**config.mk**
```make
export PLATFORM = sky130hd
export DESIGN_NAME = clk_slot_arbiter_flat
export DESIGN_NICKNAME = d
export VERILOG_FILES = /design/src/rtl/clk_slot_arbiter_if.sv /design/src/rtl/clk_slot_arbiter.sv /design/src/flat_wrapper.sv
export SDC_FILE = /design/constraint.sdc
export NUM_CORES = 1
export LEC_CHECK = 0
export CORE_AREA = 2 2 65 67
export CTS_CLUSTER_DIAMETER = 50
export DETAILED_ROUTE_END_ITERATION = 10
export DIE_AREA = 0 0 67 69
export GPL_ROUTABILITY_DRIVEN = 0
export PLACE_DENSITY = 0.52
export SYNTH_ARGS = -nofsm -noshare
export SYNTH_HDL_FRONTEND = slang
export SYNTH_SLANG_ARGS = --single-unit
```
**constraint.sdc**
```tcl
create_clock -name iClkIN -period 1.45 [get_ports iClkIN]
set_input_delay 0.435 -clock iClkIN [delete_from_list [all_inputs] [get_ports iClkIN]]
set_output_delay 0.435 -clock iClkIN [all_outputs]
set_load 0.02 [all_outputs]
```
**src/rtl/clk_slot_arbiter_if.sv**
```systemverilog
// Request/grant bundle between the slot arbiter and its requesters.
// Clock and reset stay plain ports on the arbiter itself.
interface clk_slot_arbiter_if #(
  parameter int NREQ = 4
);
  logic                iEn;
  logic [2*NREQ-1:0]   iRateSel;
  logic [NREQ-1:0]     iReq;
  logic                iDone;
  logic                iClrMissed;
  logic [NREQ-1:0]     oGnt;
  logic                oBusy;
  logic [3:0]          oPhase;
  logic [NREQ-1:0]     oMissed;
  logic                oTimeout;

  modport master (
    output iEn, iRateSel, iReq, iDone, iClrMissed,
    input  oGnt, oBusy, oPhase, oMissed, oTimeout
  );

  modport slave (
    input  iEn, iRateSel, iReq, iDone, iClrMissed,
    output oGnt, oBusy, oPhase, oMissed, oTimeout
  );
endinterface

```
**src/rtl/clk_slot_arbiter.sv**
```systemverilog
// Divided-rate slot arbiter: phase-counter strobes open slots, round-robin FSM grants one requester.
// Define GNT_TIMEOUT_EN to add the grant watchdog that aborts a grant after TIMEOUT cycles.
module clk_slot_arbiter #(
  parameter int NREQ    = 4,
  parameter int TIMEOUT = 64
) (
  input  logic              iClkIN,
  input  logic              reset,
  clk_slot_arbiter_if.slave bus
);
  localparam int IDXW = (NREQ > 1) ? $clog2(NREQ) : 1;

  typedef enum logic {IDLE, BUSY} state_t;

  state_t          state_q, state_d;
  logic [3:0]      phase_q, phase_d;
  logic [NREQ-1:0] pend_q, pend_d;
  logic [NREQ-1:0] gnt_q, gnt_d;
  logic [NREQ-1:0] missed_q, missed_d;
  logic [IDXW-1:0] ptr_q, ptr_d;
  logic [IDXW-1:0] gidx_q, gidx_d;
  logic            tmo_q, tmo_d;

  logic [3:0]      strobe;
  logic [NREQ-1:0] capture;
  logic [NREQ-1:0] retire;
  logic            abort;
  logic            pick_found;
  logic [IDXW-1:0] pick_idx;
  logic [IDXW-1:0] cand;
  int              k;

`ifdef GNT_TIMEOUT_EN
  localparam logic [7:0] WD_LIMIT = 8'(TIMEOUT - 1);
  logic [7:0] wd_q, wd_d;
`else
  // Watchdog absent: the parameter stays so both builds share one port map.
  logic [31:0] timeout_unused;
  assign timeout_unused = 32'(TIMEOUT);
`endif

  // Rate strobes: strobe[r] fires when the low r+1 phase bits are all ones.
  always_comb begin
    strobe    = '0;
    strobe[0] = bus.iEn & phase_q[0];
    strobe[1] = bus.iEn & (&phase_q[1:0]);
    strobe[2] = bus.iEn & (&phase_q[2:0]);
    strobe[3] = bus.iEn & (&phase_q[3:0]);
  end

  always_comb begin
    capture = '0;
    for (int i = 0; i < NREQ; i++) begin
      capture[i] = bus.iReq[i] & strobe[bus.iRateSel[2*i +: 2]];
    end
  end

  // First pending requester at or after the pointer, wrapping.
  always_comb begin
    pick_found = 1'b0;
    pick_idx   = ptr_q;
    cand       = '0;
    k          = 0;
    for (int j = 0; j < NREQ; j++) begin
      k = int'(ptr_q) + j;
      if (k >= NREQ) k = k - NREQ;
      cand = IDXW'(k);
      if (!pick_found && pend_q[cand]) begin
        pick_found = 1'b1;
        pick_idx   = cand;
      end
    end
  end

  always_comb begin
    state_d = state_q;
    gnt_d   = gnt_q;
    gidx_d  = gidx_q;
    ptr_d   = ptr_q;
    retire  = '0;
    abort   = 1'b0;
`ifdef GNT_TIMEOUT_EN
    wd_d    = (state_q == BUSY) ? wd_q + 8'd1 : 8'd0;
`endif
    case (state_q)
      IDLE: begin
        if (pick_found) begin
          state_d          = BUSY;
          gnt_d            = '0;
          gnt_d[pick_idx]  = 1'b1;
          gidx_d           = pick_idx;
        end
      end
      BUSY: begin
`ifdef GNT_TIMEOUT_EN
        abort = !bus.iDone && (wd_q == WD_LIMIT);
`endif
        if (bus.iDone || abort) begin
          retire  = gnt_q;
          state_d = IDLE;
          gnt_d   = '0;
          ptr_d   = (gidx_q == IDXW'(NREQ - 1)) ? '0 : gidx_q + 1'b1;
        end
      end
      default: state_d = IDLE;
    endcase
  end

  // A new capture beats a same-edge retirement; a new miss beats a same-edge clear.
  always_comb begin
    pend_d   = (pend_q & ~retire) | capture;
    missed_d = (bus.iClrMissed ? '0 : missed_q)
             | (capture & pend_q & ~retire)
             | (abort ? gnt_q : '0);
    phase_d  = bus.iEn ? phase_q + 4'd1 : phase_q;
    tmo_d    = abort;
  end

  always_ff @(posedge iClkIN or negedge reset) begin
    if (!reset) begin
      state_q  <= IDLE;
      phase_q  <= '0;
      pend_q   <= '0;
      gnt_q    <= '0;
      missed_q <= '0;
      ptr_q    <= '0;
      gidx_q   <= '0;
      tmo_q    <= 1'b0;
`ifdef GNT_TIMEOUT_EN
      wd_q     <= '0;
`endif
    end else begin
      state_q  <= state_d;
      phase_q  <= phase_d;
      pend_q   <= pend_d;
      gnt_q    <= gnt_d;
      missed_q <= missed_d;
      ptr_q    <= ptr_d;
      gidx_q   <= gidx_d;
      tmo_q    <= tmo_d;
`ifdef GNT_TIMEOUT_EN
      wd_q     <= wd_d;
`endif
    end
  end

  assign bus.oGnt     = gnt_q;
  assign bus.oBusy    = (state_q == BUSY);
  assign bus.oPhase   = phase_q;
  assign bus.oMissed  = missed_q;
`ifdef GNT_TIMEOUT_EN
  assign bus.oTimeout = tmo_q;
`else
  assign bus.oTimeout = 1'b0;
`endif

endmodule

```
**src/flat_wrapper.sv**
```systemverilog
// flat-port wrapper written by rule: the top's interface ports become plain ports
module clk_slot_arbiter_flat 
#(
  parameter int NREQ    = 4,
  parameter int TIMEOUT = 64
)
  (iClkIN, reset, bus_iEn, bus_iRateSel, bus_iReq, bus_iDone, bus_iClrMissed, bus_oGnt, bus_oBusy, bus_oPhase, bus_oMissed, bus_oTimeout);
  clk_slot_arbiter_if #(.NREQ(NREQ)) bus_i ();
  input  logic iClkIN;
  input  logic reset;
  input wire logic [$bits(bus_i.iEn)-1:0] bus_iEn;
  input wire logic [$bits(bus_i.iRateSel)-1:0] bus_iRateSel;
  input wire logic [$bits(bus_i.iReq)-1:0] bus_iReq;
  input wire logic [$bits(bus_i.iDone)-1:0] bus_iDone;
  input wire logic [$bits(bus_i.iClrMissed)-1:0] bus_iClrMissed;
  output wire logic [$bits(bus_i.oGnt)-1:0] bus_oGnt;
  output wire logic [$bits(bus_i.oBusy)-1:0] bus_oBusy;
  output wire logic [$bits(bus_i.oPhase)-1:0] bus_oPhase;
  output wire logic [$bits(bus_i.oMissed)-1:0] bus_oMissed;
  output wire logic [$bits(bus_i.oTimeout)-1:0] bus_oTimeout;
  assign bus_i.iEn = bus_iEn;
  assign bus_i.iRateSel = bus_iRateSel;
  assign bus_i.iReq = bus_iReq;
  assign bus_i.iDone = bus_iDone;
  assign bus_i.iClrMissed = bus_iClrMissed;
  assign bus_oGnt = bus_i.oGnt;
  assign bus_oBusy = bus_i.oBusy;
  assign bus_oPhase = bus_i.oPhase;
  assign bus_oMissed = bus_i.oMissed;
  assign bus_oTimeout = bus_i.oTimeout;
  clk_slot_arbiter #(.NREQ(NREQ), .TIMEOUT(TIMEOUT)) u_core (.iClkIN(iClkIN), .reset(reset), .bus(bus_i));
endmodule
```
==> metrics list, run 1 <==
* Status: finished with violations
- Violated checks: negative setup slack
- Entering global routing, the biggest net connects 22 pins.
* Detail-routed net length per standard cell: 12.78 um
- Max clock buf depth: 2
- A synthesized cell averages 9.837 um2.
- Net total in the final layout: 180
- Clock transition at the register clock pins on the worst setup and hold paths after CTS: 0.08 ns
- Grt ovf: 0
* Cells along the critical path: or4_4 > nor3b_2 > a21oi_1 > o31ai_2
* Horizontal extent of the die: 67 um
- PortBufs: 29
* Master of the slowest instance on the critical path: sky130_fd_sc_hd__or4_4
- VDD IR-drop max: 0.7968 mV
* Static leakage: 0.7663 nW
- Total global routing track utilization: 12.04%
* Fin Clk Skew: 0.006377 ns
* Type of the worst min-delay path: register to register
- After synthesis the netlist holds a flip-flop and latch count of 21.
- Crit path launch type: register
- For this run, the number of standard cells in the final layout without fillers is 209.
- CTS built an H-tree with a depth of 1.
- The tool flagged a number of max-cap violations equal to 0.
- The synthesized design spends more area on one cell type than any other, namely sky130_fd_sc_hd__dfrtp_1.
* Power per cell area: 1824 nW/um2
* Post-synth cell types: 33
- In the post-route analysis, the smallest setup slack over all paths is -0.0006499 ns.
- The largest single stage delay on the critical path is 0.60 ns.
- 0 antenna diodes ended up in the layout.
* Residual DRC count: 0
- The worst path in the final design needs a cycle of 1.451 ns, including I/O delays and setup.
* Final HPWL DP: 2099 um
* Hold_buf cts: 0
- Part of the Yosys area used for sequential elements: 46.05%
- Setup repair after global routing could not meet its margin everywhere.
- Number of placed cells counting well taps: 204
- Part of the cycle the worst path needs: 100.0%
* CP Capture Type: register
* Part of the power in combinational logic: 53.6%
* Number of iterations in the first detailed-routing pass: 3
- Internal power comes to 1.853 mW.
* Type of the setup path with the least slack: register to register
* Remaining number of nets flagged by the antenna check after routing: 0
- Fraction of synthesized cell area taken by the top area cell type: 46.05%
* CTS Root Buffer Type: sky130_fd_sc_hd__clkbuf_8
- Biggest fanout along the worst timing path: 5
- Worst path required time: 1.62 ns
- Initial Util: 29.16%
* Worst-skew pair later-pin latency: 0.26 ns
- The first global-routing pass estimated 4367 um of wire.
- TritonCTS built the clock tree.
* Final setup viols: 1
* Number of top-level design ports: 31
- Routed wire length: 2670 um
* Area growth from synthesis to layout: 47.92%
- Antenna violations before repair: 0
* Number of max-slew violations in the final report: 0
- After synthesis, the cell types taking the most area are sky130_fd_sc_hd__dfrtp_1, sky130_fd_sc_hd__mux2_2, sky130_fd_sc_hd__nand2_1.
- TritonCTS created 3 clock buffers.
- Vert. Die Dim: 69 um
* Switching pwr: 1.226 mW
- After detailed routing, the number of vias per cell comes to 4.880.
- Net switching is 39.82% of the power.
* Fraction of power consumed by sequential logic: 34.1%
- Clock tree synthesis found a total of 21 sinks.
- # fillers: 395
- The via count of the first global-routing pass is 990.
- At the end of the flow the core is filled with cells to 43.13%.
- Die Outline Area: 4623 um2
- In this run the core area contains 23 standard-cell rows.
* Drt initial violations: 50
- Number of standard cells after synthesis: 116
- Data arrives at the worst endpoint at 1.62 ns.
- Fraction of final layout cells sized beyond drive strength 1: 29.56%
* Total number of vias: 1,020
- After synthesis the cells add up to 1141 um2.
- The final hold violation count was 0.
- Post-Syn Nets: 136
- For this run, the top clock speed supported by timing is 689.3 MHz.
* Yosys warning total: 0
- Core Footprint: 3914 um2
- Clock network fraction of total power: 12.3%
placed cells by master, fill, tap and decap left out, types with 2 or more instances in the layout:
| cell type | count |
|---|---|
| sky130_fd_sc_hd__nor3b_2 | 3 |
| sky130_fd_sc_hd__inv_1 | 5 |
| sky130_fd_sc_hd__mux2_2 | 8 |
| sky130_fd_sc_hd__and2b_1 | 2 |
| sky130_fd_sc_hd__o221ai_2 | 4 |
| sky130_fd_sc_hd__o21ai_0 | 3 |
| sky130_fd_sc_hd__nor2_1 | 2 |
| sky130_fd_sc_hd__nor2b_1 | 2 |
| sky130_fd_sc_hd__o22ai_1 | 3 |
| sky130_fd_sc_hd__clkdlybuf4s50_1 | 11 |
| sky130_fd_sc_hd__clkbuf_8 | 3 |
| sky130_fd_sc_hd__ha_1 | 2 |
| sky130_fd_sc_hd__nand3_1 | 3 |
| sky130_fd_sc_hd__dlygate4sd2_1 | 14 |
| sky130_fd_sc_hd__dfrtp_2 | 2 |
| sky130_fd_sc_hd__o31ai_1 | 3 |
| sky130_fd_sc_hd__nand2_1 | 21 |
| sky130_fd_sc_hd__a21oi_1 | 3 |
| sky130_fd_sc_hd__buf_4 | 14 |
| sky130_fd_sc_hd__dfrtp_1 | 19 |
| sky130_fd_sc_hd__a21o_1 | 4 |
| sky130_fd_sc_hd__nand3_2 | 2 |
cell families (layout without fill, tap and decap cells):
kind of cell / Yosys count / count (layout) / synth area share, %
simple gates: 44 / 44 / 19.52
compound gates: 28 / 28 / 17.32
flops: 21 / 21 / 46.05
buf+inv: 9 / 52 / 4.057
mux: 8 / 8 / 7.895
fa+ha+maj: 3 / 3 / 3.290
xor+xnor: 2 / 2 / 1.535
other cells: 1 / 1 / 0.3286
path summary, 6_finish.rpt:
check                                                   end                    startpoint  cells after the start  slack [ns]
setup / recovery             u_core.bus.oGnt[1]$_DFFE_PN0P_    u_core.pend_q[2]$_DFF_PN0_                      4     -0.0006
hold / removal                 u_core.gidx_q[1]$_DFFE_PN0P_  u_core.gidx_q[1]$_DFFE_PN0P_                      2        0.50
setup reg to reg             u_core.bus.oGnt[1]$_DFFE_PN0P_    u_core.pend_q[2]$_DFF_PN0_                      4     -0.0006
hold reg to reg                u_core.gidx_q[1]$_DFFE_PN0P_  u_core.gidx_q[1]$_DFFE_PN0P_                      2        0.50
max in group asynchronous  u_core.bus.oPhase[1]$_DFFE_PN0P_                         reset                      2        0.69
min in group asynchronous    u_core.bus.oGnt[3]$_DFFE_PN0P_                         reset                      2        0.52
registers in the layout, summed over array words and instances (netlist names):
register and count:
u_core.bus.oMissed 4, u_core.bus.oGnt 4, u_core.pend_q 4, u_core.bus.oPhase 4, u_core.bus.oBusy 1, u_core.ptr_q 2, u_core.gidx_q 2
metal layers:
metal / up-vias / GRT usage, % / routed length (um)
li1: 502 / - / -
met1: 489 / 13.98 / 1139
met2: 27 / 21.01 / 1383
met3: 2 / 2.773 / 132
met4: 0 / 4.308 / 14
met5: - / 0 / 0
worst max-delay path: cells and delay by family, from the launching register on:
kind / cells / cell delay, ns
AO/OA/AOI/OAI: 2 / 0.14
flip-flops: 1 / 0.43
AND/OR/NAND/NOR: 2 / 0.80
timing repair:
item,in CTS,in global routing
pin swaps,1,10
setup buffers,0,1
setup endpoints to repair,22,17
gates cloned,0,0
gates resized for setup,26,17
through the flow:
step                      setup WS, ns    TNS [ns]  cell area, um2  hold WS [ns]  power [mW]
after floorplan                0.01881           0            1142        0.1394       1.914
after global placement         -0.3041      -3.100            1565        0.4833       2.629
after detailed placement       -0.3258      -3.321            1565        0.4913       2.660
after CTS                     -0.01303    -0.01303            1622        0.5153       3.037
after global routing          -0.04611     -0.1416            1688        0.5337       3.339
final                       -0.0006499  -0.0006499            1688        0.4955       3.078
Yosys cell counts:
library cell	instances
sky130_fd_sc_hd__a21oi_1	3
sky130_fd_sc_hd__nor2b_1	2
sky130_fd_sc_hd__conb_1	1
sky130_fd_sc_hd__or4_4	1
sky130_fd_sc_hd__and2_2	1
sky130_fd_sc_hd__nand3_1	5
sky130_fd_sc_hd__o221ai_1	5
sky130_fd_sc_hd__dfrtp_1	21
sky130_fd_sc_hd__and2b_1	2
sky130_fd_sc_hd__nor3b_1	3
sky130_fd_sc_hd__o221a_1	1
sky130_fd_sc_hd__or2b_1	1
sky130_fd_sc_hd__nand2b_2	1
sky130_fd_sc_hd__o22ai_1	4
sky130_fd_sc_hd__or3_1	1
sky130_fd_sc_hd__buf_4	1
sky130_fd_sc_hd__o2111ai_1	1
sky130_fd_sc_hd__mux2_2	8
sky130_fd_sc_hd__a21o_1	4
sky130_fd_sc_hd__clkbuf_1	1
sky130_fd_sc_hd__buf_6	1
sky130_fd_sc_hd__and2_1	1
sky130_fd_sc_hd__ha_1	3
sky130_fd_sc_hd__nand4_1	1
sky130_fd_sc_hd__a2bb2oi_1	1
sky130_fd_sc_hd__nor2_1	3
sky130_fd_sc_hd__o21ai_0	5
sky130_fd_sc_hd__buf_2	1
sky130_fd_sc_hd__xor2_1	1
sky130_fd_sc_hd__inv_1	5
sky130_fd_sc_hd__o31ai_1	4
sky130_fd_sc_hd__xnor2_1	1
sky130_fd_sc_hd__nand2_1	22
final cells by class:
type / instances / area (um2) / share of cell area, %
tap: 50 / 62.56 / 3.706
timing repair buffer: 43 / 376.6 / 22.31
inverter: 5 / 18.77 / 1.112
sequential: 21 / 528.0 / 31.28
multi-input combinational: 86 / 656.9 / 38.92
clock buffer: 4 / 45.04 / 2.669
power by group through the flow:
stage | registers (mW) | logic [mW] | clock network [mW]
after global routing | 1.09 | 1.82 | 0.426
after floorplan | 1.24 | 0.676 | 0
after CTS | 1.05 | 1.59 | 0.394
final | 1.05 | 1.65 | 0.379
after detailed placement | 1.05 | 1.61 | 0
after global placement | 1.05 | 1.58 | 0
Note: power is estimated with default switching activity, not from simulation.
==> run 2, diff against run 1 <==
Settings changed: ABC_AREA set to 1, CORE_AREA 2 2 65 67 to 2 2 70 72, DIE_AREA 0 0 67 69 to 0 0 72 74, GPL_TIMING_DRIVEN set to 0, PLACE_DENSITY 0.52 to 0.5.
==> metrics list, run 2 <==
- Final setup viols: 8 (+7)
- Remaining number of nets flagged by the antenna check after routing: 0 (unchanged)
- Number of placed cells counting well taps: 267 (+31%)
* Placement Cell Area: 1682 um2 (+7.4%)
- Finished layout cell area: 1913 um2 (+13%)
- The largest net degree at the start of global routing is 22 (unchanged).
- Most repeated cell in the gate-level netlist after synthesis: sky130_fd_sc_hd__nand2_1
* Max clock buf depth: 2 (unchanged)
- Fin Clk Skew: 0.01031 ns (+0.003934 ns)
- The sum of internal, switching and leakage power is 3.978 mW (+29%).
- The data required time of the worst path came to 1.65 ns (+0.03 ns).
- The number of warning messages in the yosys log was 0 (unchanged).
- The clock edge transition at the registers on the reported setup and hold paths was 0.08 ns (about the same).
- TritonCTS built the clock tree.
* Largest stage delay on the critical path: 0.42 ns (-0.18 ns)
- In this run the critical register-to-register path is captured at u_core.bus.oGnt[1]$_DFFE_PN0P_.
- The width of the die came to 72 um (+7.5%).
* Final Worst Setup Slack: -0.2057 ns (-0.2050 ns)
- Final HPWL DP: 2427 um (+16%)
- Slew at the pin closest to its max-slew limit: 0.9405 ns
- Type of the setup path with the least slack: register to register
* Number of iterations in the first detailed-routing pass: 4 (+1)
* Number of cells in the finished layout apart from fillers: 283 (+35%)
- The fill cell instance count of the final layout is 492 (+25%).
* Top cell type by total area after synthesis: sky130_fd_sc_hd__dfrtp_1
- The number of different library cells in the post-synthesis netlist came to 24 (-27%).
- Violated checks: negative setup slack
- Routed wire length: 3321 um (+24%)
- The post-synthesis net count came to 205 (+51%).
- Final worst hold slack: 0.3033 ns (-0.1922 ns)
- Final min period: 1.656 ns (+0.2050 ns)
- The flop and latch count out of synthesis came to 21 (unchanged).
- The slowest stage of the critical path is the sky130_fd_sc_hd__dfrtp_1 cell.
* Worst r2r path cells: 13 (+9)
- The die height is 74 um (+7.2%).
- The H-tree level count is 1 (unchanged).
- Top_reg_cell synth: sky130_fd_sc_hd__dfrtp_1
* Antenna violations before repair: 0 (unchanged)
- The fraction of layout instances using a drive strength above 1 was 27.51% (-2.0 points).
* Detail-routed net length per standard cell: 11.73 um (-8.1%)
* Status: finished with violations
- Number of clock sinks: 21 (unchanged)
- In this run the clock root is driven by a sky130_fd_sc_hd__clkbuf_8.
* Largest cells by area after synthesis: sky130_fd_sc_hd__dfrtp_1, sky130_fd_sc_hd__nand2_1, sky130_fd_sc_hd__nand3_1
- The number of hold buffers added after CTS came to 0 (unchanged).
- Max frequency: 604.0 MHz (-12%)
* Number of top-level design ports: 31 (unchanged)
- Global-route wire length before repair: 5658 um (+30%)
- Relative to the synthesized area, the layout overhead comes to 43.43%.
- Part of the cycle the worst path needs: 114.2% (+14 points)
- Net total in the final layout: 250 (+39%)
- By count the netlist is led by sky130_fd_sc_hd__nand2_1, sky130_fd_sc_hd__inv_1, sky130_fd_sc_hd__dfrtp_1.
- Number of diodes added for antenna fixing: 0 (unchanged)
- The top-area cell type share of the netlist area came to 39.40% (-6.7 points).
* Post-synth ARST share: 100.0% (unchanged)
* Power per cell area: 2079 nW/um2 (+14%)
- Number of max-slew violations in the final report: 0 (unchanged)
* Total number of vias: 1,305 (+28%)
- Setup repair after global routing could not meet its margin everywhere.
* Placement Rows: 25 (+8.7%)
* VDD IR-drop max: 0.8136 mV (+2.1%)
* PortBufs: 28 (-3.4%)
- The via count normalized by instance count is 4.611 (-5.5%).
* Residual DRC count: 0 (unchanged)
- Max-cap violations: 0 (unchanged)
- STA classifies the critical path endpoint as a register.
* Most repeated library cell on the critical path: sky130_fd_sc_hd__nand2_4
* Grt ovf: 0 (unchanged)
- Walking the worst path, the cells encountered are inv_2 > buf_4 > nand2_4 > nand2_4 > nand2_4 > nand2_4 > nor2_4 > nand2_2 > o21ai_4 > inv_2 > nor2_4 > nand2_1 > o21ai_2.
- In this run the tightest slew margin relative to its limit is 37.20%.
- Type of the worst min-delay path: input pin to async pin
- Total CTS buffers: 3 (unchanged)
- Most frequent standard cell in the layout excluding fill and tap cells: sky130_fd_sc_hd__nand2_1
- R2r startpoint: u_core.ptr_q[0]$_DFFE_PN0P_
- The clock insertion delay at the later pin of the skew report was 0.26 ns (about the same).
- The global-route total usage across every layer is 13.50% (+1.5 points).
- Static leakage: 0.9929 nW (+30%)
- Biggest fanout along the worst timing path: 5 (unchanged)
- The via count of the first global-routing pass came to 1,252 (+26%).
- Post-synth EDFFs: 0 (unchanged)
* Drt initial violations: 68 (+36%)
- The number of instances in the synthesized netlist was 185 (+59%).
- The sequential-to-total area share from yosys stat was 39.40% (-6.7 points).
- Initial Util: 29.01% (-0.15 points)
* Die Outline Area: 5328 um2 (+15%)
* Crit path launch type: register
- The area inside the core boundary was 4598 um2 (+17%).
- Most frequent cells in the layout: sky130_fd_sc_hd__nand2_1, sky130_fd_sc_hd__inv_1, sky130_fd_sc_hd__dfrtp_1
* Arrival time at the worst endpoint: 1.85 ns (+0.23 ns)
- Worst-case register-to-register setup slack: -0.21 ns (-0.21 ns)
- Combined area of all synthesized cells: 1334 um2 (+17%)
* Average size of a mapped cell: 7.210 um2 (-27%)
* Hold Vio Cnt, Final: 0 (unchanged)
-- run 2: routing by layer --
metal	global-route usage [%]	part of all wire [%]	wire length [um]	vias to the layer above
met2	23.56	50	1655	8
met1	17.90	48	1588	616
met4	3.145	0.51	17	0
met3	1.897	1.8	59	2
met5	0	0	0	-
li1	-	-	-	679
-- run 2: worst max path at each step --
stage | startpoint | endpoint | slack, ns
CTS | u_core.ptr_q[0]$_DFFE_PN0P_ | u_core.bus.oGnt[1]$_DFFE_PN0P_ | -0.23
floorplan | u_core.ptr_q[0]$_DFFE_PN0P_ | u_core.bus.oGnt[1]$_DFFE_PN0P_ | -0.05
global placement | u_core.ptr_q[0]$_DFFE_PN0P_ | u_core.bus.oGnt[1]$_DFFE_PN0P_ | -0.29
finish | u_core.ptr_q[0]$_DFFE_PN0P_ | u_core.bus.oGnt[1]$_DFFE_PN0P_ | -0.21
detailed placement | u_core.ptr_q[0]$_DFFE_PN0P_ | u_core.bus.oGnt[1]$_DFFE_PN0P_ | -0.25
global route | u_core.ptr_q[0]$_DFFE_PN0P_ | u_core.bus.oGnt[3]$_DFFE_PN0P_ | -0.36
-- run 2: cell type report --
class	count	area, um2	share of cell area, %
timing repair buffer	40	359.1	18.77
inverter	25	96.34	5.036
tap	54	67.56	3.532
clock inverter	1	5.005	0.2616
multi-input combinational	135	783.3	40.94
clock buffer	3	41.29	2.158
buffer	4	33.78	1.766
sequential	21	526.8	27.53
-- run 2: logic make-up (layout without fill, tap and decap cells) --
| kind of cell | count (synthesis) | in the layout | synth area share (%) |
|---|---|---|---|
| buf+inv | 29 | 73 | 9.286 |
| simple gates | 105 | 105 | 34.52 |
| fa+ha+maj | 3 | 3 | 2.815 |
| other cells | 1 | 1 | 0.2812 |
| mux | 2 | 2 | 1.688 |
| compound gates | 23 | 23 | 11.35 |
| flops | 21 | 21 | 39.40 |
| xor+xnor | 1 | 1 | 0.6568 |
-- run 2: power by group --
part	switching, mW	total (mW)	internal (mW)
registers	0.219	1.04	0.819
clock network	0.194	0.385	0.191
logic	1.52	2.56	1.04
-- run 2: critical path, delay by kind of cell, from the launching register on --
family / cells / cell delay, ns
and+or+nand+nor: 8 / 0.63
buffers and inverters: 3 / 0.31
AOI/OAI and AO/OA: 2 / 0.22
DFF: 1 / 0.42
-- run 2: through the flow --
stage          util (%)  setup slack, ns  setup TNS (ns)
3_5_place_dp      36.57          -0.2537          -7.097
3_3_place_gp      36.57          -0.2892          -7.771
4_1_cts           39.51          -0.2286          -1.301
6_report          41.61          -0.2057          -1.184
2_1_floorplan         -         -0.05289         -0.1842
5_1_grt           41.61          -0.3610          -2.630
-- run 2: what timing repair did --
action / in CTS / in global routing
gates resized for setup: 34 / 27
endpoints found under the setup margin: 26 / 44
buffers inserted: 5 / 6
cloned: 1 / 0
pin swaps: 13 / 12
